===== src/rtl/filt_sample_sequencer.sv =====
// Sequences one XADC sample at a time through the filters core: latch, start pulse, wait for done, return result.
// Single transaction in flight; WAIT is supervised by a timeout that raises a sticky error and abandons the sample.
module filt_sample_sequencer #(
   parameter int XADC_DATA_SIZE = 16,
   parameter int START_CYCLES   = 2,
   parameter int TIMEOUT_CYCLES = 255,
   parameter int CNT_W          = 16
) (
   input  logic                      clk,
   input  logic                      rst,
   input  logic [1:0]                cfg_sel,
   input  logic                      s_valid,
   input  logic [XADC_DATA_SIZE-1:0] s_data,
   output logic                      s_ready,
   output logic                      filt_start,
   output logic [1:0]                filt_select,
   output logic [XADC_DATA_SIZE-1:0] filt_input,
   input  logic [XADC_DATA_SIZE-1:0] filt_result,
   input  logic                      filt_done,
   output logic                      m_valid,
   output logic [XADC_DATA_SIZE-1:0] m_data,
   output logic [1:0]                m_sel,
   input  logic                      m_ready,
   output logic                      busy,
   output logic                      err_timeout,
   input  logic                      err_clr,
   output logic [CNT_W-1:0]          sample_cnt
);

   localparam int SC_W = (START_CYCLES > 1) ? $clog2(START_CYCLES) : 1;
   localparam int TO_W = $clog2(TIMEOUT_CYCLES);
   localparam logic [SC_W-1:0] START_LAST = SC_W'(START_CYCLES - 1);
   localparam logic [TO_W-1:0] WAIT_LAST  = TO_W'(TIMEOUT_CYCLES - 1);

   typedef enum logic [1:0] {
      S_IDLE  = 2'd0,
      S_START = 2'd1,
      S_WAIT  = 2'd2,
      S_OUT   = 2'd3
   } state_t;

   state_t                    state_q,      state_d;
   logic [SC_W-1:0]           start_cnt_q,  start_cnt_d;
   logic [TO_W-1:0]           wait_cnt_q,   wait_cnt_d;
   logic                      done_q;
   logic [XADC_DATA_SIZE-1:0] filt_input_q, filt_input_d;
   logic [1:0]                filt_sel_q,   filt_sel_d;
   logic [XADC_DATA_SIZE-1:0] m_data_q,     m_data_d;
   logic [1:0]                m_sel_q,      m_sel_d;
   logic                      m_valid_q,    m_valid_d;
   logic                      err_q,        err_d;
   logic [CNT_W-1:0]          cnt_q,        cnt_d;
   logic                      done_edge;

   always_ff @(posedge clk or posedge rst) begin
      if (rst) begin
         state_q      <= S_IDLE;
         start_cnt_q  <= '0;
         wait_cnt_q   <= '0;
         done_q       <= 1'b0;
         filt_input_q <= '0;
         filt_sel_q   <= '0;
         m_data_q     <= '0;
         m_sel_q      <= '0;
         m_valid_q    <= 1'b0;
         err_q        <= 1'b0;
         cnt_q        <= '0;
      end else begin
         state_q      <= state_d;
         start_cnt_q  <= start_cnt_d;
         wait_cnt_q   <= wait_cnt_d;
         done_q       <= filt_done;
         filt_input_q <= filt_input_d;
         filt_sel_q   <= filt_sel_d;
         m_data_q     <= m_data_d;
         m_sel_q      <= m_sel_d;
         m_valid_q    <= m_valid_d;
         err_q        <= err_d;
         cnt_q        <= cnt_d;
      end
   end

   // Only a rising edge of the done level counts, so a level left high by a previous job is ignored.
   assign done_edge = filt_done & ~done_q;

   always_comb begin
      state_d      = state_q;
      start_cnt_d  = start_cnt_q;
      wait_cnt_d   = wait_cnt_q;
      filt_input_d = filt_input_q;
      filt_sel_d   = filt_sel_q;
      m_data_d     = m_data_q;
      m_sel_d      = m_sel_q;
      m_valid_d    = m_valid_q;
      cnt_d        = cnt_q;
      err_d        = err_clr ? 1'b0 : err_q;

      case (state_q)
         S_IDLE: begin
            if (s_valid) begin
               filt_input_d = s_data;
               filt_sel_d   = cfg_sel;
               start_cnt_d  = '0;
               state_d      = S_START;
            end
         end
         S_START: begin
            if (start_cnt_q == START_LAST) begin
               wait_cnt_d = '0;
               state_d    = S_WAIT;
            end else begin
               start_cnt_d = start_cnt_q + 1'b1;
            end
         end
         S_WAIT: begin
            // A done edge landing on the final timeout cycle still completes the transaction.
            if (done_edge) begin
               m_data_d  = filt_result;
               m_sel_d   = filt_sel_q;
               m_valid_d = 1'b1;
               state_d   = S_OUT;
            end else if (wait_cnt_q == WAIT_LAST) begin
               err_d   = 1'b1;
               state_d = S_IDLE;
            end else begin
               wait_cnt_d = wait_cnt_q + 1'b1;
            end
         end
         S_OUT: begin
            if (m_ready) begin
               m_valid_d = 1'b0;
               cnt_d     = cnt_q + 1'b1;
               state_d   = S_IDLE;
            end
         end
      endcase
   end

   assign s_ready     = (state_q == S_IDLE) & ~rst;
   assign filt_start  = (state_q == S_START);
   assign busy        = (state_q != S_IDLE);
   assign filt_input  = filt_input_q;
   assign filt_select = filt_sel_q;
   assign m_valid     = m_valid_q;
   assign m_data      = m_data_q;
   assign m_sel       = m_sel_q;
   assign err_timeout = err_q;
   assign sample_cnt  = cnt_q;

endmodule


===== config.mk =====
export PLATFORM = sky130hd
export DESIGN_NAME = filt_sample_sequencer
export DESIGN_NICKNAME = d
export VERILOG_FILES = /design/src/rtl/filt_sample_sequencer.sv
export SDC_FILE = /design/constraint.sdc
export NUM_CORES = 1
export LEC_CHECK = 0
export ABC_AREA = 1
export BUFFER_PORTS_ARGS = -buffer_cell sky130_fd_sc_hd__buf_4
export CORE_MARGIN = 2
export CORE_UTILIZATION = 48
export DETAILED_ROUTE_END_ITERATION = 10
export MAX_ROUTING_LAYER = met4
export PLACE_DENSITY_LB_ADDON = 0.12
export SYNTH_ARGS = -nofsm -noshare
export SYNTH_HDL_FRONTEND = slang
export SYNTH_SLANG_ARGS = --single-unit

===== constraint.sdc =====
create_clock -name clk -period 2.5 [get_ports clk]
set_input_delay 0.5 -clock clk [delete_from_list [all_inputs] [get_ports clk]]
set_output_delay 0.5 -clock clk [all_outputs]
set_load 0.05 [all_outputs]

==> impl_metrics.prom <==
# TYPE chip_impl_metric gauge
chip_impl_metric{name="whs",unit="ps"} 277
chip_impl_metric{name="cp.required",unit="ps"} 2000
chip_impl_info{name="cts_root_cell",value="clkbuf_8"} 1
chip_impl_metric{name="timing.fmax",unit="GHz"} 0.536
chip_impl_info{name="combinational_family_with_the_most_area_after_synthesis",value="simple AND/OR/NAND/NOR gates"} 1
chip_impl_metric{name="synth-simple-area-share",unit="%"} 30.1
chip_impl_metric{name="ctsLongestPathBuffers",unit=""} 2
chip_impl_metric{name="place_area",unit="um2"} 3760
chip_impl_metric{name="grt_pass1_vias",unit=""} 2481
chip_impl_info{name="slowest_stage",value="dfrtp_1"} 1
chip_impl_info{name="area_leader_netlist",value="dfrtp_1"} 1
chip_impl_info{name="commonest_cells_after_routing_fill_and_taps_aside",value="nand2_1 (160), buf_4 (97), dfrtp_1 (66)"} 1
chip_impl_metric{name="layout-area-overhead-vs-synth",unit="%"} 34.3
chip_impl_metric{name="detailedRoute.firstPassIterationCount",unit=""} 4
chip_impl_metric{name="gr-usage-all-layers",unit="%"} 21.4
chip_impl_metric{name="cts_resized",unit=""} 0
chip_impl_metric{name="syn-cell-area",unit="um2"} 2960
chip_impl_metric{name="syn_area_per_cell",unit="um2"} 8.57
chip_impl_metric{name="netlist-cell-type-count",unit=""} 26
chip_impl_metric{name="htree_levels",unit=""} 3
chip_impl_info{name="layout_commonest_cell",value="nand2_1"} 1
chip_impl_metric{name="detailedPlace.worstSlack",unit="ps"} 645
chip_impl_metric{name="diodes",unit=""} 0
chip_impl_metric{name="cts_buffers",unit=""} 9
chip_impl_metric{name="share_of_the_clock_period_used_by_the_worst_path",unit="%"} 74.6
chip_impl_metric{name="critPathArrivalTime",unit="ps"} 1370
chip_impl_metric{name="count_of_filler_cells_inserted_in_the_layout",unit=""} 519
chip_impl_metric{name="muxShareOfSynthArea",unit="%"} 0
chip_impl_metric{name="die_area",unit="um2"} 6820
chip_impl_metric{name="finalWorstSetupSlack",unit="ps"} 635
chip_impl_metric{name="min_period",unit="ps"} 1870
chip_impl_metric{name="number_of_pins_exceeding_their_max_slew_limit_in_the_final_report",unit=""} 0
chip_impl_metric{name="die_x",unit="um"} 82.6
chip_impl_metric{name="grt_start_max_net_pins",unit=""} 36
chip_impl_metric{name="switching_share",unit="%"} 47.8
chip_impl_metric{name="final_hold_viol_count",unit=""} 0
chip_impl_metric{name="seq_area",unit="um2"} 1650
chip_impl_metric{name="final-setup-viol-count",unit=""} 0
chip_impl_metric{name="postSynthCellCount",unit=""} 346
chip_impl_metric{name="dp_hpwl",unit="mm"} 4.72
chip_impl_metric{name="tightest_slew",unit="ps"} 679
chip_impl_metric{name="finish.cell_count_without_fillers",unit=""} 528
chip_impl_metric{name="antenna_left",unit=""} 0
chip_impl_metric{name="drt-total-wl",unit="mm"} 6.42
chip_impl_metric{name="io-pin-count",unit=""} 97
chip_impl_metric{name="clk_transition_reported_paths",unit="ps"} 70
chip_impl_metric{name="io_buffer_count",unit=""} 96
chip_impl_metric{name="clock_power_share",unit="%"} 18.5
chip_impl_info{name="timing.setup.critical_path_class",value="flip-flop to primary output"} 1
chip_impl_info{name="worst_r2r_endpoint",value="wait_cnt_q[5]"} 1
chip_impl_metric{name="grt_overflow_total",unit=""} 0
chip_impl_metric{name="setup_tns",unit="ps"} 0
chip_impl_metric{name="timing.reg2reg.worst_path_depth",unit=""} 6
chip_impl_metric{name="setup.reg_to_reg.worst_slack",unit="ps"} 760
chip_impl_metric{name="start_util",unit="%"} 49.8
chip_impl_metric{name="detail_route.drc_violations",unit=""} 0
chip_impl_metric{name="slew_headroom",unit="%"} 54.7
chip_impl_metric{name="dr_total_vias",unit=""} 2513
chip_impl_metric{name="synthesis.yosys.warnings",unit=""} 0
chip_impl_metric{name="cellLeakagePower",unit="nW"} 2.19
chip_impl_metric{name="gp_congestion",unit=""} 0.785
chip_impl_metric{name="layout.cell_area.non_filler",unit="um2"} 3980
chip_impl_metric{name="postCtsHoldBufs",unit=""} 0
chip_impl_metric{name="placed_cells",unit=""} 512
chip_impl_info{name="cp_cell_sequence",value="inv_1 > nand2_1 > nor2_1 > buf_4"} 1
chip_impl_info{name="grt_setup_unrepaired",value="false"} 1
chip_impl_info{name="critical_path.reg2reg.startpoint",value="state_q[0]"} 1
chip_impl_metric{name="sequentialPowerShare",unit="%"} 32.4
chip_impl_metric{name="finalClockSkew",unit="ps"} 4.66
chip_impl_metric{name="multi_input_area",unit="um2"} 1150
chip_impl_metric{name="drive_gt1_share",unit="%"} 28.7
chip_impl_metric{name="p_int",unit="mW"} 2.70
chip_impl_metric{name="power.ir.vdd_worst",unit="uV"} 810
chip_impl_metric{name="compound_gate_fraction_of_synth_area",unit="%"} 3.80
chip_impl_metric{name="cap_violations",unit=""} 0
chip_impl_metric{name="via_per_inst",unit=""} 4.76
chip_impl_metric{name="pwr_density_cell",unit="nW/um2"} 1300
chip_impl_metric{name="route.detailed.wl_per_inst",unit="um"} 12.1
chip_impl_info{name="cell_types_with_the_largest_area_share_after_synthesis",value="dfrtp_1 (56%), nand2_1 (20%), inv_1 (3.5%)"} 1
chip_impl_metric{name="post_layout_net_count",unit=""} 491
chip_impl_metric{name="pwr-share-comb",unit="%"} 49.2
chip_impl_info{name="result_of_the_run",value="finished clean"} 1
chip_impl_metric{name="synth.yosys.seq_area_share",unit="%"} 55.7
chip_impl_info{name="worstHoldPathType",value="input pin to asynchronous set/reset pin"} 1
chip_impl_metric{name="p_switching",unit="mW"} 2.47
chip_impl_metric{name="synth_largest_type_area_fraction",unit="%"} 55.7
chip_impl_metric{name="row_count",unit=""} 28
chip_impl_metric{name="synth_nets",unit=""} 389
chip_impl_metric{name="synth_seq_cells",unit=""} 66
chip_impl_metric{name="post_synth_xor_area_fraction",unit="%"} 3.84
chip_impl_metric{name="critical_path_buf_inv_count",unit=""} 2
chip_impl_metric{name="clock_sinks",unit=""} 66
chip_impl_metric{name="core_region_area",unit="um2"} 5960
chip_impl_metric{name="fp.dieH",unit="um"} 82.6
chip_impl_info{name="setup.worst_path.end_class",value="primary output"} 1
chip_impl_metric{name="post_synthesis_share_of_cell_area_spent_on_full_adders_half_adders_and_majority_gates",unit="%"} 1.27
chip_impl_metric{name="clk_latency",unit="ps"} 330
chip_impl_info{name="critical_path.top_delay_family",value="flip-flops"} 1
chip_impl_metric{name="critical_path.max_fanout",unit=""} 4
chip_impl_metric{name="grt_first_pass_wirelength",unit="mm"} 10.7
chip_impl_metric{name="drt_first_iter_violations",unit=""} 91
chip_impl_info{name="start_kind",value="flip-flop"} 1
chip_impl_metric{name="critPathMaxStageDelay",unit="ps"} 460
chip_impl_metric{name="number_of_buffers_added_for_setup_after_cts",unit=""} 0
chip_impl_metric{name="grt_antenna_before_repair",unit=""} 0
chip_impl_info{name="clock_tree_from_tritoncts",value="yes"} 1
-- worst max-delay path by stage --
stage	start	end	slack [ps]	cells past startpoint
2_1_floorplan	state_q[1]	s_ready	340	3
3_3_place_gp	filt_done	wait_cnt_q[5]	650	7
3_5_place_dp	filt_done	wait_cnt_q[1]	650	7
4_1_cts	state_q[1]	s_ready	620	4
5_1_grt	state_q[0]	wait_cnt_q[4]	540	7
6_report	state_q[1]	s_ready	630	4
-- layer usage --
layer | global-route usage (%) | vias up | share of wire (%)
met2 | 36.9 | 66 | 53
met1 | 23.5 | 1175 | 40
met5 | - | - | 0
met4 | 7.87 | 0 | 0.92
met3 | 5.98 | 5 | 6.3
li1 | - | 1267 | -
-- logic make-up (layout without fill, tap and decap cells) --
family                   after synthesis  after routing
AND/OR/NAND/NOR                      208            208
flip-flops                            66             66
AO/OA/AOI/OAI                         18             18
buffers and inverters                 38            145
adder cells (fa/ha/maj)                3              3
XOR/XNOR                              13             13
-- worst register-to-register path: cells and delay by family, from the launching register on --
family / cells / cell delay [ps]
and+or+nand+nor: 3 / 650
AOI/OAI and AO/OA: 1 / 140
buffers and inverters: 2 / 360
DFF: 1 / 460
-- state kept, by name (all words and copies together), names as in the netlist --
| name | cells |
|---|---|
| wait_cnt_q | 8 |
| filt_input | 16 |
| err_timeout | 1 |
| done_q | 1 |
| m_data | 16 |
| filt_select | 2 |
| m_valid | 1 |
| sample_cnt | 16 |
| state_q | 2 |
| start_cnt_q | 1 |
| m_sel | 2 |
-- through the flow --
step | util [%] | power [mW]
after detailed placement | 63.2 | 4.25
after floorplan | - | 3.47
after global routing | 66.8 | 5.47
after CTS | 66.8 | 5.22
after global placement | 63.2 | 4.20
final | 66.8 | 5.17
-- layout make-up --
type | instances | area share [%]
Inverter | 31 | 2.92
Clock inverter | 1 | 0.754
Tap cell | 75 | 2.36
Multi-Input combinational cell | 242 | 29.0
Sequential cell | 66 | 41.5
Timing Repair Buffer | 98 | 18.8
Clock buffer | 15 | 4.68
-- synthesized netlist by cell type --
library cell	count
nand2_1	160
dfrtp_1	66
inv_1	28
nor2_1	20
nand3_1	13
o21ai_0	9
xnor2_1	8
buf_2	6
xor2_1	5
o21ai_2	4
ha_1	3
inv_2	3
nand3_2	3
nand4_1	3
o21ai_1	2
o21bai_1	2
or2_2	2
buf_6	1
nand2_4	1
nand3_4	1
nand3b_1	1
nor2_4	1
nor2_8	1
nor3_1	1
nor3_4	1
o211ai_1	1
-- power groups by stage --
stage / combinational [mW] / sequential [mW] / clock [mW]
floorplan: 0.742 / 2.73 / 0
global placement: 2.53 / 1.68 / 0
detailed placement: 2.57 / 1.68 / 0
CTS: 2.57 / 1.67 / 0.970
global route: 2.74 / 1.72 / 1.01
finish: 2.54 / 1.67 / 0.954
Power figures use the tool's default switching activity.
